--- config.mk ---
export PLATFORM = sky130hd
export DESIGN_NAME = ahblite_led_seq
export DESIGN_NICKNAME = d
export VERILOG_FILES = /design/src/rtl/ahblite_led_seq_pkg.sv /design/src/rtl/led_tick_div.sv /design/src/rtl/ahblite_led_seq.sv
export SDC_FILE = /design/constraint.sdc
export NUM_CORES = 1
export LEC_CHECK = 0
export ABC_CLOCK_PERIOD_IN_PS = 3050
export CAP_MARGIN = 5
export CORE_MARGIN = 1
export CORE_UTILIZATION = 45
export DETAILED_ROUTE_END_ITERATION = 16
export PLACE_DENSITY_LB_ADDON = 0.05
export REMOVE_ABC_BUFFERS = 1
export SLEW_MARGIN = 40
export SYNTH_ARGS = -nofsm -noshare
export SYNTH_HDL_FRONTEND = slang
export SYNTH_SLANG_ARGS = --single-unit
--- constraint.sdc ---
create_clock -name HCLK -period 3.05 [get_ports HCLK]
set_clock_uncertainty 0.1 [all_clocks]
set_input_delay 0.61 -clock HCLK [delete_from_list [all_inputs] [get_ports HCLK]]
set_output_delay 0.61 -clock HCLK [all_outputs]
set_load 0.01 [all_outputs]
--- src/rtl/ahblite_led_seq_pkg.sv ---
// Shared definitions for the AHB-Lite LED sequencer: mode encodings,
// register word offsets (HADDR[3:2]) and the mode indicator decode.
package ahblite_led_seq_pkg;

  typedef enum logic [1:0] {
    MODE_MANUAL = 2'd0,
    MODE_ROT_L  = 2'd1,
    MODE_ROT_R  = 2'd2,
    MODE_BLINK  = 2'd3
  } led_mode_t;

  localparam logic [1:0] REG_CTRL    = 2'd0;  // byte offset 0x0
  localparam logic [1:0] REG_DIV     = 2'd1;  // byte offset 0x4
  localparam logic [1:0] REG_PATTERN = 2'd2;  // byte offset 0x8
  localparam logic [1:0] REG_STATUS  = 2'd3;  // byte offset 0xC

  function automatic logic [3:0] mode_onehot(input led_mode_t m);
    logic [3:0] oh;
    case (m)
      MODE_MANUAL: oh = 4'b0001;
      MODE_ROT_L:  oh = 4'b0010;
      MODE_ROT_R:  oh = 4'b0100;
      default:     oh = 4'b1000;
    endcase
    return oh;
  endfunction

endpackage

--- src/rtl/led_tick_div.sv ---
// Prescaler for the LED sequencer: down-counter that ticks once every
// (div + 1) cycles while running, held at div while stopped.
module led_tick_div #(
  parameter int               DIV_W   = 24,
  parameter logic [DIV_W-1:0] RST_DIV = 24'd5_000_000
) (
  input  logic             HCLK,
  input  logic             HRESET,
  input  logic             run,
  input  logic             reload,
  input  logic [DIV_W-1:0] div,
  output logic             tick
);

  logic [DIV_W-1:0] tcnt;

  // A forced reload swallows the tick that would otherwise fire this cycle.
  assign tick = run & ~reload & (tcnt == '0);

  // Count down; reload from div on tick, forced reload, or while stopped.
  // div is only sampled at reload, so a new value never disturbs a count in progress.
  always_ff @(posedge HCLK) begin
    if (HRESET) begin
      tcnt <= RST_DIV;
    end else if (reload | ~run | tick) begin
      tcnt <= div;
    end else begin
      tcnt <= tcnt - DIV_W'(1);
    end
  end

endmodule

--- src/rtl/ahblite_led_seq.sv ---
// AHB-Lite slave driving an 8-bit LED sequencer with four registers
// (CTRL, DIV, PATTERN, STATUS). LED follows register writes one cycle
// after the registers themselves change.
module ahblite_led_seq
  import ahblite_led_seq_pkg::*;
#(
  parameter int               DIV_W   = 24,
  parameter logic [DIV_W-1:0] RST_DIV = 24'd5_000_000
) (
  input  logic        HCLK,
  input  logic        HRESET,
  input  logic        HSEL,
  input  logic        HWRITE,
  input  logic        HREADY,
  input  logic [31:0] HADDR,
  input  logic [1:0]  HTRANS,
  input  logic [2:0]  HSIZE,
  input  logic [3:0]  HPROT,
  input  logic [31:0] HWDATA,
  output logic        HREADYOUT,
  output logic        HRESP,
  output logic [31:0] HRDATA,
  output logic [7:0]  LED,
  output logic [3:0]  signal_LED
);

  logic [1:0]       addr_p1;
  logic             wr_p1;
  logic             pat_ld_p2;
  logic             ctrl_ld_p2;
  logic             en_q;
  led_mode_t        mode_q;
  logic [DIV_W-1:0] div_q;
  logic [7:0]       pattern_q;
  logic [7:0]       led_q;
  logic [7:0]       step_q;
  logic             xfer;
  logic             we;
  logic             ctrl_chg;
  logic             run;
  logic             tick;
  logic             unused_bus;

  function automatic logic [7:0] rotl8(input logic [7:0] v);
    return {v[6:0], v[7]};
  endfunction

  function automatic logic [7:0] rotr8(input logic [7:0] v);
    return {v[0], v[7:1]};
  endfunction

  assign HREADYOUT  = 1'b1;
  assign HRESP      = 1'b0;
  assign xfer       = HSEL & HREADY & HTRANS[1];
  assign we         = wr_p1 & HREADY;
  assign ctrl_chg   = (HWDATA[2:0] != {mode_q, en_q});
  assign run        = en_q & (mode_q != MODE_MANUAL);
  assign LED        = led_q;
  assign signal_LED = mode_onehot(mode_q);
  // Size/protection and unmapped address/data bits carry no meaning here.
  assign unused_bus = ^{HSIZE, HPROT, HADDR, HTRANS, HWDATA};

  // ---- address phase -> data phase (p1) ----
  // Capture the register index and write flag of an accepted transfer.
  always_ff @(posedge HCLK) begin
    if (HRESET) begin
      addr_p1 <= 2'd0;
      wr_p1   <= 1'b0;
    end else if (HREADY) begin
      wr_p1 <= xfer & HWRITE;
      if (xfer) begin
        addr_p1 <= HADDR[3:2];
      end
    end
  end

  // Commit write data into the register file at the end of the data phase.
  always_ff @(posedge HCLK) begin
    if (HRESET) begin
      en_q      <= 1'b0;
      mode_q    <= MODE_MANUAL;
      div_q     <= RST_DIV;
      pattern_q <= 8'h01;
    end else if (we) begin
      case (addr_p1)
        REG_CTRL: begin
          en_q   <= HWDATA[0];
          mode_q <= led_mode_t'(HWDATA[2:1]);
        end
        REG_DIV:     div_q     <= HWDATA[DIV_W-1:0];
        REG_PATTERN: pattern_q <= HWDATA[7:0];
        default:     ;
      endcase
    end
  end

  // ---- register commit -> LED update (p2) ----
  // One-cycle load requests: new PATTERN, or CTRL write that changed EN/MODE.
  always_ff @(posedge HCLK) begin
    if (HRESET) begin
      pat_ld_p2  <= 1'b0;
      ctrl_ld_p2 <= 1'b0;
    end else begin
      pat_ld_p2  <= we & (addr_p1 == REG_PATTERN);
      ctrl_ld_p2 <= we & (addr_p1 == REG_CTRL) & ctrl_chg;
    end
  end

  led_tick_div #(
    .DIV_W   (DIV_W),
    .RST_DIV (RST_DIV)
  ) u_tick_div (
    .HCLK   (HCLK),
    .HRESET (HRESET),
    .run    (run),
    .reload (ctrl_ld_p2),
    .div    (div_q),
    .tick   (tick)
  );

  // Pattern engine: any load wins over the tick update; STEP counts ticks.
  always_ff @(posedge HCLK) begin
    if (HRESET) begin
      led_q  <= 8'h01;
      step_q <= 8'h00;
    end else begin
      if (ctrl_ld_p2 | ~run | pat_ld_p2) begin
        led_q <= pattern_q;
      end else if (tick) begin
        case (mode_q)
          MODE_ROT_L: led_q <= rotl8(led_q);
          MODE_ROT_R: led_q <= rotr8(led_q);
          MODE_BLINK: led_q <= (led_q == 8'h00) ? pattern_q : 8'h00;
          default:    led_q <= pattern_q;
        endcase
      end
      if (ctrl_ld_p2) begin
        step_q <= 8'h00;
      end else if (tick) begin
        step_q <= step_q + 8'd1;
      end
    end
  end

  // Read mux keyed by the captured data-phase address.
  always_comb begin
    HRDATA = 32'h0;
    case (addr_p1)
      REG_CTRL:    HRDATA = {29'h0, mode_q, en_q};
      REG_DIV:     HRDATA = 32'(div_q);
      REG_PATTERN: HRDATA = {24'h0, pattern_q};
      default:     HRDATA = {16'h0, step_q, 7'h0, en_q};
    endcase
  end

endmodule

==> results.yml <==
clocking:
  numClockSinks: 80
  ctsHtreeMaxLevel: 3
  insertion_delay_ns: 0.36
  cts_buffer_depth: 2
  numCtsBuffers: 9
  cts.clk_slew.worst_paths_ns: 0.09
  cts_tree: "done"
  cts_root_buffer: "clkbuf_8"
sta:
  slew_headroom: 0.565
  rsz0062_at_grt: "no"
  max_freq_mhz: 358
  tightest_slew_ns: 0.647
  timing.setup.tns_ns: 0
  hold_violations: 0
  timing.hold.ws_ns: 0.371
  period_needed_ns: 2.79
  slew_violations: 0
  setup_viol: 0
  post-route-period-util: 0.915
layout:
  fin_nets: 639
  layout_commonest_cell: "dfxtp_1"
  multi_input_comb_area_mm2: 0.00222
  area_delta_synth_final_pct: 23.9
  regArea_mm2: 0.00160
  postLayoutCoreUtil: 0.570
  antenna_cells: 0
  final_cell_mix: "dfxtp_1 (79), nand2_1 (77), clkdlybuf4s50_1 (66)"
  drive_above_1_share: 0.0693
  fill_cells: 839
floorplan:
  die_x_um: 96.2
  fp.dieH_um: 96.2
  ios: 124
  core_mm2: 0.00868
  die_area_mm2: 0.00926
  start_util: 0.460
  fp-row-count: 34
global_routing:
  grt_pass1_wl_mm: 15.9
  grt_max_degree: 28
  grt_pass1_vias: 3321
  grt_antenna_before_repair: 0
  grt-ovfl-total: 0
  track_usage: 0.223
synthesis:
  synthTopCellsByArea: "dfxtp_1 (40%), nand2_1 (7.2%), nor2_1 (4.8%)"
  synth_edf_count: 0
  syn_area_per_cell_um2: 8.01
  syn_area_mm2: 0.00400
  synth_top_area_cell: "dfxtp_1"
  ys.flop_type: "dfxtp_1"
  synth-seq-cells: 80
  async_flop_share: 0
  synth-seq-area-share: 0.401
  postSynthCellCount: 499
  ys_warn_count: 0
  synth_top_area_share: 0.401
  synth_cell_types: 44
routing:
  avgViaCountPerCell: 5.43
  vias: 3646
  routed_wl_mm: 9.75
  drc: 0
  drt_iter0_drc: 138
  drtAntennaViolNets: 0
  drt-pass1-iter-count: 4
  wl_per_cell_um: 14.5
critical_path:
  worst_path_max_delay_cell: "dfxtp_2"
  criticalPathCategory: "reg -> out"
  slowest_delay_ns: 0.49
  path_buf_inv: 2
  crit_start: "addr_p1[0]$_SDFFE_PP0P_"
  path_delay_family: "buffers and inverters"
  path_cells: "nor2b_1, buf_4, nor3b_1, a221o_1, clkdlybuf4s50_1"
  end_kind: "primary output"
  crit_required_ns: 2.34
  arrival_ns: 2.08
  r2r-start: "u_tick_div.tcnt[21]$_SDFF_PP0_"
  startpoint_type: "flip-flop"
  worst-path-max-fanout: 17
power:
  total_power_mw: 1.99
  max-vdd-ir-drop_uv: 224
  powerDensity_mw_per_mm2: 403
  p_leak_nw: 1.67
placed_design:
  io_buffer_count: 67
  hpwl_mm: 6.94
  place.gp.congestion: 0.809
run_status:
  status: "finished clean"
worst_hold_path:
  min-delay-start: "div_q[16]$_SDFFE_PP0P_"
  hp-class: "reg -> reg"
flow_run:
  max_cap_viol_count: 0
==> layout make-up <==
type	instances	share of cell area
clock inverter	5	0.0129
inverter	4	0.00303
timing repair buffer	80	0.154
clock buffer	11	0.0306
multi-input combinational	383	0.448
sequential	80	0.324
tap	108	0.0273
==> metal layers <==
layer	share of wire	global-route usage
met1	0.51	0.316
met2	0.44	0.345
met3	0.048	0.0537
met4	0.0058	0.0410
met5	0	0
==> flip-flops by register name, indices dropped and copies added (netlist names), 2 cells and up <==
signal / flops
div_q: 24
u_tick_div.tcnt: 24
LED: 8
pattern_q: 8
step_q: 8
addr_p1: 2
mode_q: 2
==> synth_stat cells, types with 2 or more instances <==
| library cell | count |
|---|---|
| and2_1 | 9 |
| clkbuf_1 | 26 |
| a21oi_1 | 38 |
| inv_1 | 4 |
| buf_4 | 10 |
| nor4_1 | 9 |
| and3_1 | 3 |
| nor3_1 | 25 |
| a211o_1 | 4 |
| a211oi_1 | 22 |
| or2_2 | 3 |
| nand3_1 | 10 |
| o31ai_1 | 5 |
| nor3b_1 | 2 |
| dfxtp_1 | 80 |
| buf_1 | 3 |
| nand2b_1 | 3 |
| xor2_1 | 8 |
| mux2i_1 | 15 |
| conb_1 | 2 |
| ha_1 | 3 |
| nand3b_1 | 9 |
| or3_1 | 7 |
| o21ai_1 | 2 |
| o21ai_0 | 4 |
| a22o_1 | 6 |
| a22oi_1 | 7 |
| nor2b_1 | 13 |
| nand2_1 | 77 |
| xnor2_1 | 16 |
| nand4_1 | 5 |
| nor2_1 | 51 |
| or4_1 | 7 |
==> cell families after synthesis <==
family                     Yosys count  synth area share
other                                2           0.00188
and+or+nand+nor                    239             0.295
AOI/OAI and AO/OA                   91             0.147
buffers and inverters               44            0.0526
adders and majority gates            3           0.00940
muxes                               16            0.0404
xor gates and xnor gates            24            0.0526
DFF                                 80             0.401
==> stage by stage <==
stage	worst slack, ns	instance area (µm²)	std cells
2_1_floorplan	0.229	3830	467
3_3_place_gp	0.393	4730	655
3_5_place_dp	0.369	4730	655
4_1_cts	0.0759	4950	671
5_1_grt	0.136	4950	671
6_report	0.258	4950	671
==> power breakdown <==
part           internal [mW]  switching [mW]  total (mW)
clock network          0.429           0.404       0.833
logic                 0.0588          0.0505       0.109
registers               1.05         0.00415        1.05
==> timing repair <==
action,4_1_cts,5_1_grt
resized for setup,0,1
buffers inserted,0,0
setup endpoints to repair,0,1
hold buffers,0,0
==> worst reg2reg max path, cell delays in order (launching register included) <==
cell and delay, ns:
dfxtp_1 0.34, or3_1 0.40, or4b_1 0.50, or4_4 0.63, nor4_2 0.29, mux2_1 0.33
==> path summary, 6_finish.rpt <==
check,end,slack (ns),cells after the start
hold / removal,div_q[16]$_SDFFE_PP0P_,0.37,2
setup / recovery,HRDATA[0],0.26,5
hold reg to reg,div_q[16]$_SDFFE_PP0P_,0.37,2
setup reg to reg,step_q[5]$_SDFFE_PP0P_,0.36,5
Note: power is estimated with default switching activity, not from simulation.
